File: src/rtl/tx_symbol_nco.sv
// Transmit symbol-timing NCO: a 16-bit phase accumulator whose carry marks symbol
// boundaries. On each boundary it pulls one symbol upstream, or inserts IDLE_SYM on underflow.
module tx_symbol_nco #(
  parameter int              SW         = 4,
  parameter logic [15:0]     PHASE_INIT = 16'h0000,
  parameter logic [SW-1:0]   IDLE_SYM   = '0
) (
  input  logic          clk,
  input  logic          rst,
  input  logic          en,
  input  logic [15:0]   fcw,
  input  logic          sym_valid,
  input  logic [SW-1:0] sym_data,
  output logic          sym_ready,
  input  logic          clr_cnt,
  output logic [SW-1:0] sym_out,
  output logic          strobe,
  output logic [15:0]   mu,
  output logic          underflow,
  output logic [7:0]    uf_cnt
);

  logic [15:0]   phase_q, phase_d;
  logic [SW-1:0] sym_q, sym_d;
  logic          strobe_q, strobe_d;
  logic          uf_q, uf_d;
  logic [7:0]    cnt_q, cnt_d;
  logic [16:0]   sum;
  logic          bnd;

  assign sum = {1'b0, phase_q} + {1'b0, fcw};
  assign bnd = en & sum[16];

  // Ready is the look-ahead of the boundary on the coming edge, so upstream
  // sees it in the same cycle the symbol will be latched.
  assign sym_ready = bnd & ~rst;

  always_comb begin
    phase_d  = phase_q;
    sym_d    = sym_q;
    strobe_d = 1'b0;
    uf_d     = 1'b0;
    cnt_d    = cnt_q;
    if (en) begin
      phase_d  = sum[15:0];
      strobe_d = sum[16];
      if (sum[16]) begin
        if (sym_valid) begin
          sym_d = sym_data;
        end else begin
          sym_d = IDLE_SYM;
          uf_d  = 1'b1;
          if (cnt_q != 8'hFF) cnt_d = cnt_q + 8'd1;
        end
      end
    end
    if (clr_cnt) cnt_d = 8'd0;
  end

  always_ff @(posedge clk or posedge rst) begin
    if (rst) begin
      phase_q  <= PHASE_INIT;
      sym_q    <= IDLE_SYM;
      strobe_q <= 1'b0;
      uf_q     <= 1'b0;
      cnt_q    <= 8'd0;
    end else begin
      phase_q  <= phase_d;
      sym_q    <= sym_d;
      strobe_q <= strobe_d;
      uf_q     <= uf_d;
      cnt_q    <= cnt_d;
    end
  end

  assign sym_out   = sym_q;
  assign strobe    = strobe_q;
  assign mu        = phase_q;
  assign underflow = uf_q;
  assign uf_cnt    = cnt_q;

endmodule

File: config.mk
export PLATFORM = sky130hd
export DESIGN_NAME = tx_symbol_nco
export DESIGN_NICKNAME = d
export VERILOG_FILES = /design/src/rtl/tx_symbol_nco.sv
export SDC_FILE = /design/constraint.sdc
export NUM_CORES = 1
export LEC_CHECK = 0
export CAP_MARGIN = 20
export CORE_MARGIN = 5
export CORE_UTILIZATION = 40
export CTS_BUF_LIST = sky130_fd_sc_hd__clkbuf_2 sky130_fd_sc_hd__clkbuf_4 sky130_fd_sc_hd__clkbuf_8
export DETAILED_ROUTE_END_ITERATION = 6
export PLACE_DENSITY = 0.81
export SLEW_MARGIN = 20
export SYNTH_ARGS = -nofsm -noshare
export SYNTH_HDL_FRONTEND = slang
export SYNTH_SLANG_ARGS = --single-unit
File: constraint.sdc
create_clock -name clk -period 3.3 [get_ports clk]
set_clock_uncertainty 0.2 [all_clocks]
set_input_delay 0.495 -clock clk [delete_from_list [all_inputs] [get_ports clk]]
set_output_delay 0.495 -clock clk [all_outputs]
set_load 0.05 [all_outputs]
==> flow_summary.rst, run 1 <==
.. list-table::
   :header-rows: 1

   * - Metric
     - Value
   * - XOR/XNOR Fraction of Synth Area
     - 0.0437
   * - Dominant combinational cell family by area after synthesis
     - compound AO/OA/AOI/OAI gates
   * - Final max-slew violation count
     - 0
   * - Die width
     - a little over 80 um
   * - Net count of the finished layout
     - between 300 and 400
   * - Routed wirelength normalized by instance count
     - 14.1 um
   * - Ports
     - 56
   * - Slowest cell on the critical path
     - clkdlybuf4s50_1
   * - Count of buffers inserted at the top-level ports
     - 55
   * - Yosys top cell area share
     - 0.375
   * - Number of different library cells in the post-synthesis netlist
     - 43
   * - Cells resized by post-CTS repair
     - 0
   * - Synthesized instance count
     - ~220
   * - Setup slack of the most critical reg-to-reg path
     - about 0.70 ns
   * - Count of buffer and inverter cells on the critical path
     - 2
   * - Initial antenna violation count
     - 0
   * - Total area of sequential cells
     - approximately 750 um^2
   * - Post-synthesis sequential area ratio
     - 0.375
   * - Die outline area
     - 0.00653 mm^2
   * - Relative max-transition margin
     - 0.501
   * - WP depth
     - 9
   * - Area of the mapped netlist
     - 0.00200 mm^2
   * - Worst reg-to-reg path cell count
     - 8
   * - Number of setup buffers added after CTS
     - 0
   * - Global route total overflow
     - 0
   * - Status
     - finished, final reports clean
   * - Yosys Warn Count
     - 0
   * - Clock root buffer
     - clkbuf_8
   * - Post-synthesis compound-gate area fraction
     - 0.198
   * - Post-detailed-routing wire length
     - 4.90 mm
   * - GR Util All Layers
     - 0.161
   * - Required @ worst endpoint
     - 2.60 ns
   * - Mean number of vias per cell
     - ~5.3
   * - Leakage power figure
     - roughly 1.2 nW
   * - Buffer depth of the longest clock path
     - 2
   * - Clock edge transition at the registers on the reported setup and hold paths
     - roughly 0.060 ns
   * - Number of synthesized register bits
     - 30
   * - Total CTS buffers
     - 5
   * - CTS tree
     - built
   * - Clock Sinks
     - 30
   * - First-iteration detailed-routing DRC count
     - 84
   * - Data arrival at the endpoint of the critical path
     - 2.48 ns
   * - Cell taking the most area after synthesis
     - dfrtp_1
   * - Cell family with most CP delay
     - compound AO/OA/AOI/OAI gates
   * - Worst-skew pair later-pin latency
     - around 0.27 ns
   * - Maximum achievable frequency
     - roughly 0.32 GHz
   * - Part of the cycle the worst path needs
     - 0.961
   * - Multi-input gate area in the final layout
     - around 0.0012 mm^2
   * - Die span in y
     - a little over 80 um
   * - Cell row count
     - 25
   * - Hold violation count in the final report
     - 0
   * - Source of the worst hold timing path
     - sym_out[3]$_DFFE_PP0P_
   * - DP Wirelength
     - roughly 3.7 mm
   * - First-pass GRT wire length
     - around 8.2 mm
   * - Slew of the pin with the lowest slew margin
     - 0.748 ns
   * - Routability congestion estimate
     - roughly 0.91
   * - H-tree lvl count
     - 2
   * - Simple logic cell fraction of the synthesized area
     - 0.171
   * - Total of endpoints with negative setup slack in the final report
     - 0
   * - Synthesized area per cell
     - 9.32 um^2
   * - Power per standard cell area
     - ~980 mW/mm^2
   * - Maximum vdd drop
     - ~560 uV
   * - Worst r2r dst
     - uf_cnt[3]$_DFFE_PP0P_
   * - Layout Area Growth over Synthesis
     - 37.8%
   * - Max-cap violations
     - 0
   * - Ratio of cells with drive above 1 in the final layout
     - 0.122
   * - Top_reg_cell synth
     - dfrtp_1
   * - Worst path max stage delay
     - 0.41 ns
   * - Share of async-settable or async-resettable flops after synthesis
     - 1.00
   * - Commonest non-fill, non-tap cell in the layout
     - clkdlybuf4s50_1
   * - Post-route minimum period
     - ~3.2 ns
   * - Antenna viol nets, final
     - 0
   * - Share of the core filled with cells
     - 0.577
   * - Launch instance of the worst register-to-register path
     - mu[10]$_DFFE_PP0P_
   * - Antenna cell count
     - 0
   * - Vias in the first global route
     - 1,802
   * - Number of standard cells in the final layout excluding fillers
     - 346
   * - Fillers
     - roughly 430
   * - Adder and majority cell fraction of the synthesized area
     - 0.116
   * - Maximum number of pins on one net before global-route repair
     - 21
   * - Count of placed standard cells including taps
     - between 300 and 400
   * - Accumulated negative setup slack
     - 0 ns
   * - Synth top area cells
     - dfrtp_1 37%, ha_1 11%, mux2_2 6.2%
   * - Unrepaired setup endpoints after global routing
     - false
   * - First drt pass iteration count
     - 4
   * - Commonest cells after routing, fill and taps aside
     - 54 x clkdlybuf4s50_1, 30 x dfrtp_1, 26 x nand2_1
   * - Multiplexer share of the synthesized area
     - 0.0668
   * - Remaining design rule violation count
     - 0
   * - Number of synthesized flops with an enable pin
     - 0
   * - Synthesized Nets
     - 258
   * - Endpoint type of the worst setup path
     - output port
   * - Type of the most critical hold path
     - reg -> reg
   * - Number of buffers inserted by hold repair at cts
     - 0
   * - Biggest fanout along the worst timing path
     - 2
   * - Worst hold path cell count
     - 2
   * - Core area
     - approximately 0.0048 mm^2
   * - Kind of launch point of the worst setup path
     - input port
   * - Ordered cell list for the critical path
     - clkdlybuf4s50_1 -> ha_2 -> fa_2 -> a211oi_2 -> nor3_2 -> o211ai_1 -> a21o_1 -> nor2_2 -> buf_4
   * - End point of the worst hold path
     - sym_out[3]$_DFFE_PP0P_
   * - Initial Util
     - 0.419
   * - Path type of the worst setup path
     - in -> out
   * - Total number of vias
     - ~1.8k
layout make-up:
| type | instances | area share |
|---|---|---|
| multi-input combinational | 172 | 0.435 |
| sequential | 30 | 0.272 |
| timing repair buffer | 63 | 0.220 |
| clock buffer | 7 | 0.0326 |
| tap | 67 | 0.0304 |
| inverter | 6 | 0.00816 |
| clock inverter | 1 | 0.00181 |
through the flow:
stage | area [um^2] | hold slack, ns | setup WS (ns) | power, mW
after global routing | 2760 | 0.329 | 0.0113 | 2.91
after floorplan | 2010 | 0.361 | 0.174 | 1.88
after detailed placement | 2660 | 0.274 | 0.0890 | 2.40
after CTS | 2760 | 0.291 | 0.0729 | 2.73
final | 2760 | 0.286 | 0.129 | 2.71
after global placement | 2660 | 0.261 | 0.117 | 2.36
cells by family after synthesis:
kind of cell	after synthesis
compound gates	62
xor+xnor	10
fa+ha+maj	18
buf+inv	13
flops	30
mux	12
simple gates	70
registers in the layout (all words and copies together), names as in the netlist:
register / count
sym_out: 4
uf_cnt: 8
strobe: 1
underflow: 1
mu: 16
worst max path at each step:
| stage | end | startpoint | slack, ns |
|---|---|---|---|
| 2_1_floorplan | sym_ready | mu[0]$_DFFE_PP0P_ | 0.17 |
| 3_3_place_gp | sym_ready | fcw[0] | 0.12 |
| 3_5_place_dp | sym_ready | fcw[0] | 0.09 |
| 4_1_cts | sym_ready | fcw[0] | 0.07 |
| 5_1_grt | sym_ready | fcw[0] | 0.01 |
| 6_report | sym_ready | fcw[0] | 0.13 |
worst min-delay path, cell delays in order, from the launching register on:
cell and delay (ns):
dfrtp_1 0.34, nand2_1 0.05, o21ai_0 0.06
synth_stat cells, types with 2 or more instances:
cell type,n
dfrtp_1,30
nand2_1,26
a21oi_1,20
ha_1,17
nor2_1,14
mux2_2,11
o21ai_0,11
nand3_1,8
inv_1,6
nand2b_1,6
a21o_1,5
nor3_1,5
o31ai_1,5
xnor2_1,5
xor2_1,5
or4_1,4
a211oi_1,3
buf_2,2
clkbuf_1,2
o2111ai_1,2
o211ai_1,2
o21a_1,2
o21ai_1,2
o21bai_1,2
o41ai_1,2
layer usage:
metal,wire length [um],track usage
met1,2230,0.207
met2,2250,0.259
met3,382,0.0565
met4,30,0.0405
met5,0,0
report_power, final:
group / switching (mW) / total [mW] / internal [mW] / leakage (nW)
combinational: 1.09 / 1.80 / 0.712 / 0.733
sequential: 0.0967 / 0.600 / 0.503 / 0.377
clock: 0.136 / 0.313 / 0.176 / 0.0517
total: 1.32 / 2.71 / 1.39 / 1.16
Note: power is estimated with default switching activity, not from simulation.
==> run 2, diff against run 1 <==
--- a/config.mk
+++ b/config.mk
@@ -6,7 +6,7 @@
 export NUM_CORES = 1
 export LEC_CHECK = 0
 export CAP_MARGIN = 20
-export CORE_MARGIN = 5
+export CORE_MARGIN = 2
 export CORE_UTILIZATION = 40
 export CTS_BUF_LIST = sky130_fd_sc_hd__clkbuf_2 sky130_fd_sc_hd__clkbuf_4 sky130_fd_sc_hd__clkbuf_8
 export DETAILED_ROUTE_END_ITERATION = 6
==> constraint.sdc (replaced) <==
create_clock -name clk -period 3.29 [get_ports clk]
set_clock_uncertainty 0.2 [all_clocks]
set_input_delay 0.4935 -clock clk [delete_from_list [all_inputs] [get_ports clk]]
set_output_delay 0.4935 -clock clk [all_outputs]
set_load 0.05 [all_outputs]
==> flow_summary.rst, run 2 (synthesized netlist as in run 1, its figures left out) <==
.. list-table::
   :header-rows: 1

   * - Metric
     - Value
   * - Die outline area
     - 0.00559 mm^2 (-14%)
   * - Net count of the finished layout
     - 323 (+0.62%)
   * - Relative max-transition margin
     - 0.392 (-0.109)
   * - Length of routed met2 wiring
     - 2.26 mm (+0.44%)
   * - Clock Sinks
     - 30 (unchanged)
   * - Commonest cells after routing, fill and taps aside
     - 54 x clkdlybuf4s50_1, 30 x dfrtp_1, 26 x nand2_1
   * - Type of the most critical hold path
     - reg -> reg
   * - Flip-flop count of the largest register, all copies and words added
     - 16 (unchanged)
   * - Placed inst area
     - 0.00267 mm^2 (+0.28%)
   * - Remaining design rule violation count
     - 0 (unchanged)
   * - Endpoint type of the worst setup path
     - output port
   * - Routability congestion estimate
     - 0.812 (-10%)
   * - Buffer depth of the longest clock path
     - 2 (unchanged)
   * - Kind of launch point of the worst setup path
     - input port
   * - Leakage power figure
     - 1.17 nW (+1.0%)
   * - Die width
     - 74.8 um (-7.4%)
   * - Initial Util
     - 0.419 (unchanged)
   * - Maximum number of pins on one net before global-route repair
     - 24 (+14%)
   * - DP Wirelength
     - 3.56 mm (-5.0%)
   * - Biggest fanout along the worst timing path
     - 2 (unchanged)
   * - Total of endpoints with negative setup slack in the final report
     - 0 (unchanged)
   * - Maximum achievable frequency
     - about 0.31 GHz
   * - H-tree lvl count
     - 2 (unchanged)
   * - Worst reg-to-reg path cell count
     - 8 (unchanged)
   * - Switching Power
     - 1.36 mW (+2.6%)
   * - Antenna cell count
     - 0 (unchanged)
   * - Worst-skew pair later-pin latency
     - 0.28 ns (about the same)
   * - Slew of the pin with the lowest slew margin
     - 0.912 ns (+0.164 ns)
   * - GR Util All Layers
     - 0.186 (+0.0254)
   * - Path type of the worst setup path
     - in -> out
   * - Layout Area Growth over Synthesis
     - 39.6%
   * - Setup slack of the most critical reg-to-reg path
     - 0.65 ns (-0.05 ns)
   * - Launch instance of the worst register-to-register path
     - mu[10]$_DFFE_PP0P_
   * - Mean number of vias per cell
     - 5.40 (+1.6%)
   * - Part of the cycle the worst path needs
     - 0.972
   * - Count of buffers inserted at the top-level ports
     - 55 (unchanged)
   * - End point of the worst hold path
     - sym_out[3]$_DFFE_PP0P_
   * - Data arrival at the endpoint of the critical path
     - 2.50 ns (+0.02 ns)
   * - Fillers
     - 413 (-4.6%)
   * - Status
     - finished, final reports clean
   * - First-iteration detailed-routing DRC count
     - 64 (-24%)
   * - Maximum vdd drop
     - 595 uV (+5.4%)
   * - Source of the worst hold timing path
     - sym_out[3]$_DFFE_PP0P_
   * - Routed length on met3
     - 280 um (-27%)
   * - Topmost layer with routed signal wires
     - met4
   * - Sequential share of power
     - 0.216 (-0.005)
   * - Vias in the first global route
     - 1,770 (-1.8%)
   * - Worst r2r dst
     - uf_cnt[3]$_DFFE_PP0P_
   * - Routed wirelength normalized by instance count
     - 14.2 um (about the same)
   * - Initial antenna violation count
     - 0 (unchanged)
   * - Multi-input gate area in the final layout
     - 0.00120 mm^2 (+0.31%)
   * - Power per standard cell area
     - 1000 mW/mm^2 (+2.0%)
   * - Die span in y
     - 74.8 um (-7.4%)
   * - Routed metal-1 wire length
     - 2.35 mm (+5.2%)
   * - Required @ worst endpoint
     - 2.60 ns (about the same)
   * - Total area of sequential cells
     - 751 um^2 (unchanged)
   * - Cell row count
     - 25 (unchanged)
   * - Proportion of total power due to net switching
     - 0.484 (-0.00377)
   * - Final max-slew violation count
     - 0 (unchanged)
   * - First drt pass iteration count
     - 5 (+1)
   * - Int Power
     - 1.45 mW (+4.2%)
   * - Post-route cell area
     - 0.00280 mm^2 (+1.4%)
   * - Hold violation count in the final report
     - 0 (unchanged)
   * - Commonest non-fill, non-tap cell in the layout
     - clkdlybuf4s50_1
   * - Post-detailed-routing wire length
     - 4.93 mm (+0.61%)
   * - CTS tree
     - built
   * - Core area
     - 0.00479 mm^2 (unchanged)
   * - Clock edge transition at the registers on the reported setup and hold paths
     - 0.07 ns (about the same)
   * - Relative contribution of the clock network to total power
     - 0.135 (+0.020)
   * - Antenna viol nets, final
     - 0 (unchanged)
   * - Max-cap violations
     - 0 (unchanged)
   * - Combinational cell fraction of total power
     - 0.649 (-0.015)
   * - Total CTS buffers
     - 5 (unchanged)
   * - Number of buffers inserted by hold repair at cts
     - 0 (unchanged)
   * - Accumulated negative setup slack
     - 0 ns (unchanged)
   * - First-pass GRT wire length
     - 8.06 mm (-1.5%)
   * - Clock root buffer
     - clkbuf_8
   * - Ratio of cells with drive above 1 in the final layout
     - 0.128 (+0.00625)
   * - Total number of vias
     - 1,878 (+2.2%)
   * - Post-route minimum period
     - about 3.2 ns
   * - Worst hold path cell count
     - 2 (unchanged)
   * - Ports
     - 56 (unchanged)
   * - Global route total overflow
     - 0 (unchanged)
run 2: stage by stage:
stage | utilization | hold slack [ns] | power, mW | setup WS (ns) | instances
3_3_place_gp | 0.558 | 0.261 | 2.37 | 0.111 | 339
6_report | 0.585 | 0.281 | 2.81 | 0.0919 | 348
4_1_cts | 0.581 | 0.286 | 2.81 | 0.0885 | 347
2_1_floorplan | - | 0.360 | 1.89 | 0.166 | 215
5_1_grt | 0.585 | 0.306 | 3.00 | -0.0303 | 348
3_5_place_dp | 0.558 | 0.269 | 2.41 | 0.107 | 339
run 2: repair_timing:
item                       CTS  global route
setup endpoints to repair    0             1
resized for setup            0             2
setup buffers                0             1
run 2: worst max path at each step:
stage	from	to	slack (ns)	cells after the start
after floorplan	mu[0]$_DFFE_PP0P_	sym_ready	0.17	9
after global placement	fcw[0]	sym_ready	0.11	9
after detailed placement	fcw[0]	sym_ready	0.11	9
after CTS	fcw[0]	sym_ready	0.09	9
after global routing	fcw[0]	sym_ready	-0.03	9
final	fcw[0]	sym_ready	0.09	9
run 2: final cells by class:
cell class / count / area share
clock buffers: 5 / 0.0246
clock inverters: 3 / 0.0161
inverters: 6 / 0.00805
multi-input cells: 172 / 0.430
flip-flops and latches: 30 / 0.268
well taps: 67 / 0.0300
repair buffers: 65 / 0.223
run 2: power groups by stage:
stage / clock network [mW] / logic [mW] / registers [mW]
global route: 0.403 / 1.98 / 0.622
CTS: 0.385 / 1.81 / 0.609
detailed placement: 0 / 1.79 / 0.613
floorplan: 0 / 0.834 / 1.05
finish: 0.378 / 1.82 / 0.606
global placement: 0 / 1.76 / 0.607
run 2: critical path: stages:
cell	delay, ns
clkdlybuf4s50_1	0.40
ha_1	0.23
fa_2	0.36
a211oi_2	0.29
nor3_2	0.09
o211ai_1	0.23
a21o_1	0.19
nor2_2	0.04
buf_4	0.18
run 2: per-layer routing:
metal	up-vias	global-route usage
li1	927	-
met1	882	0.248
met2	65	0.305
met3	4	0.0469
met4	0	0.0476
met5	-	0
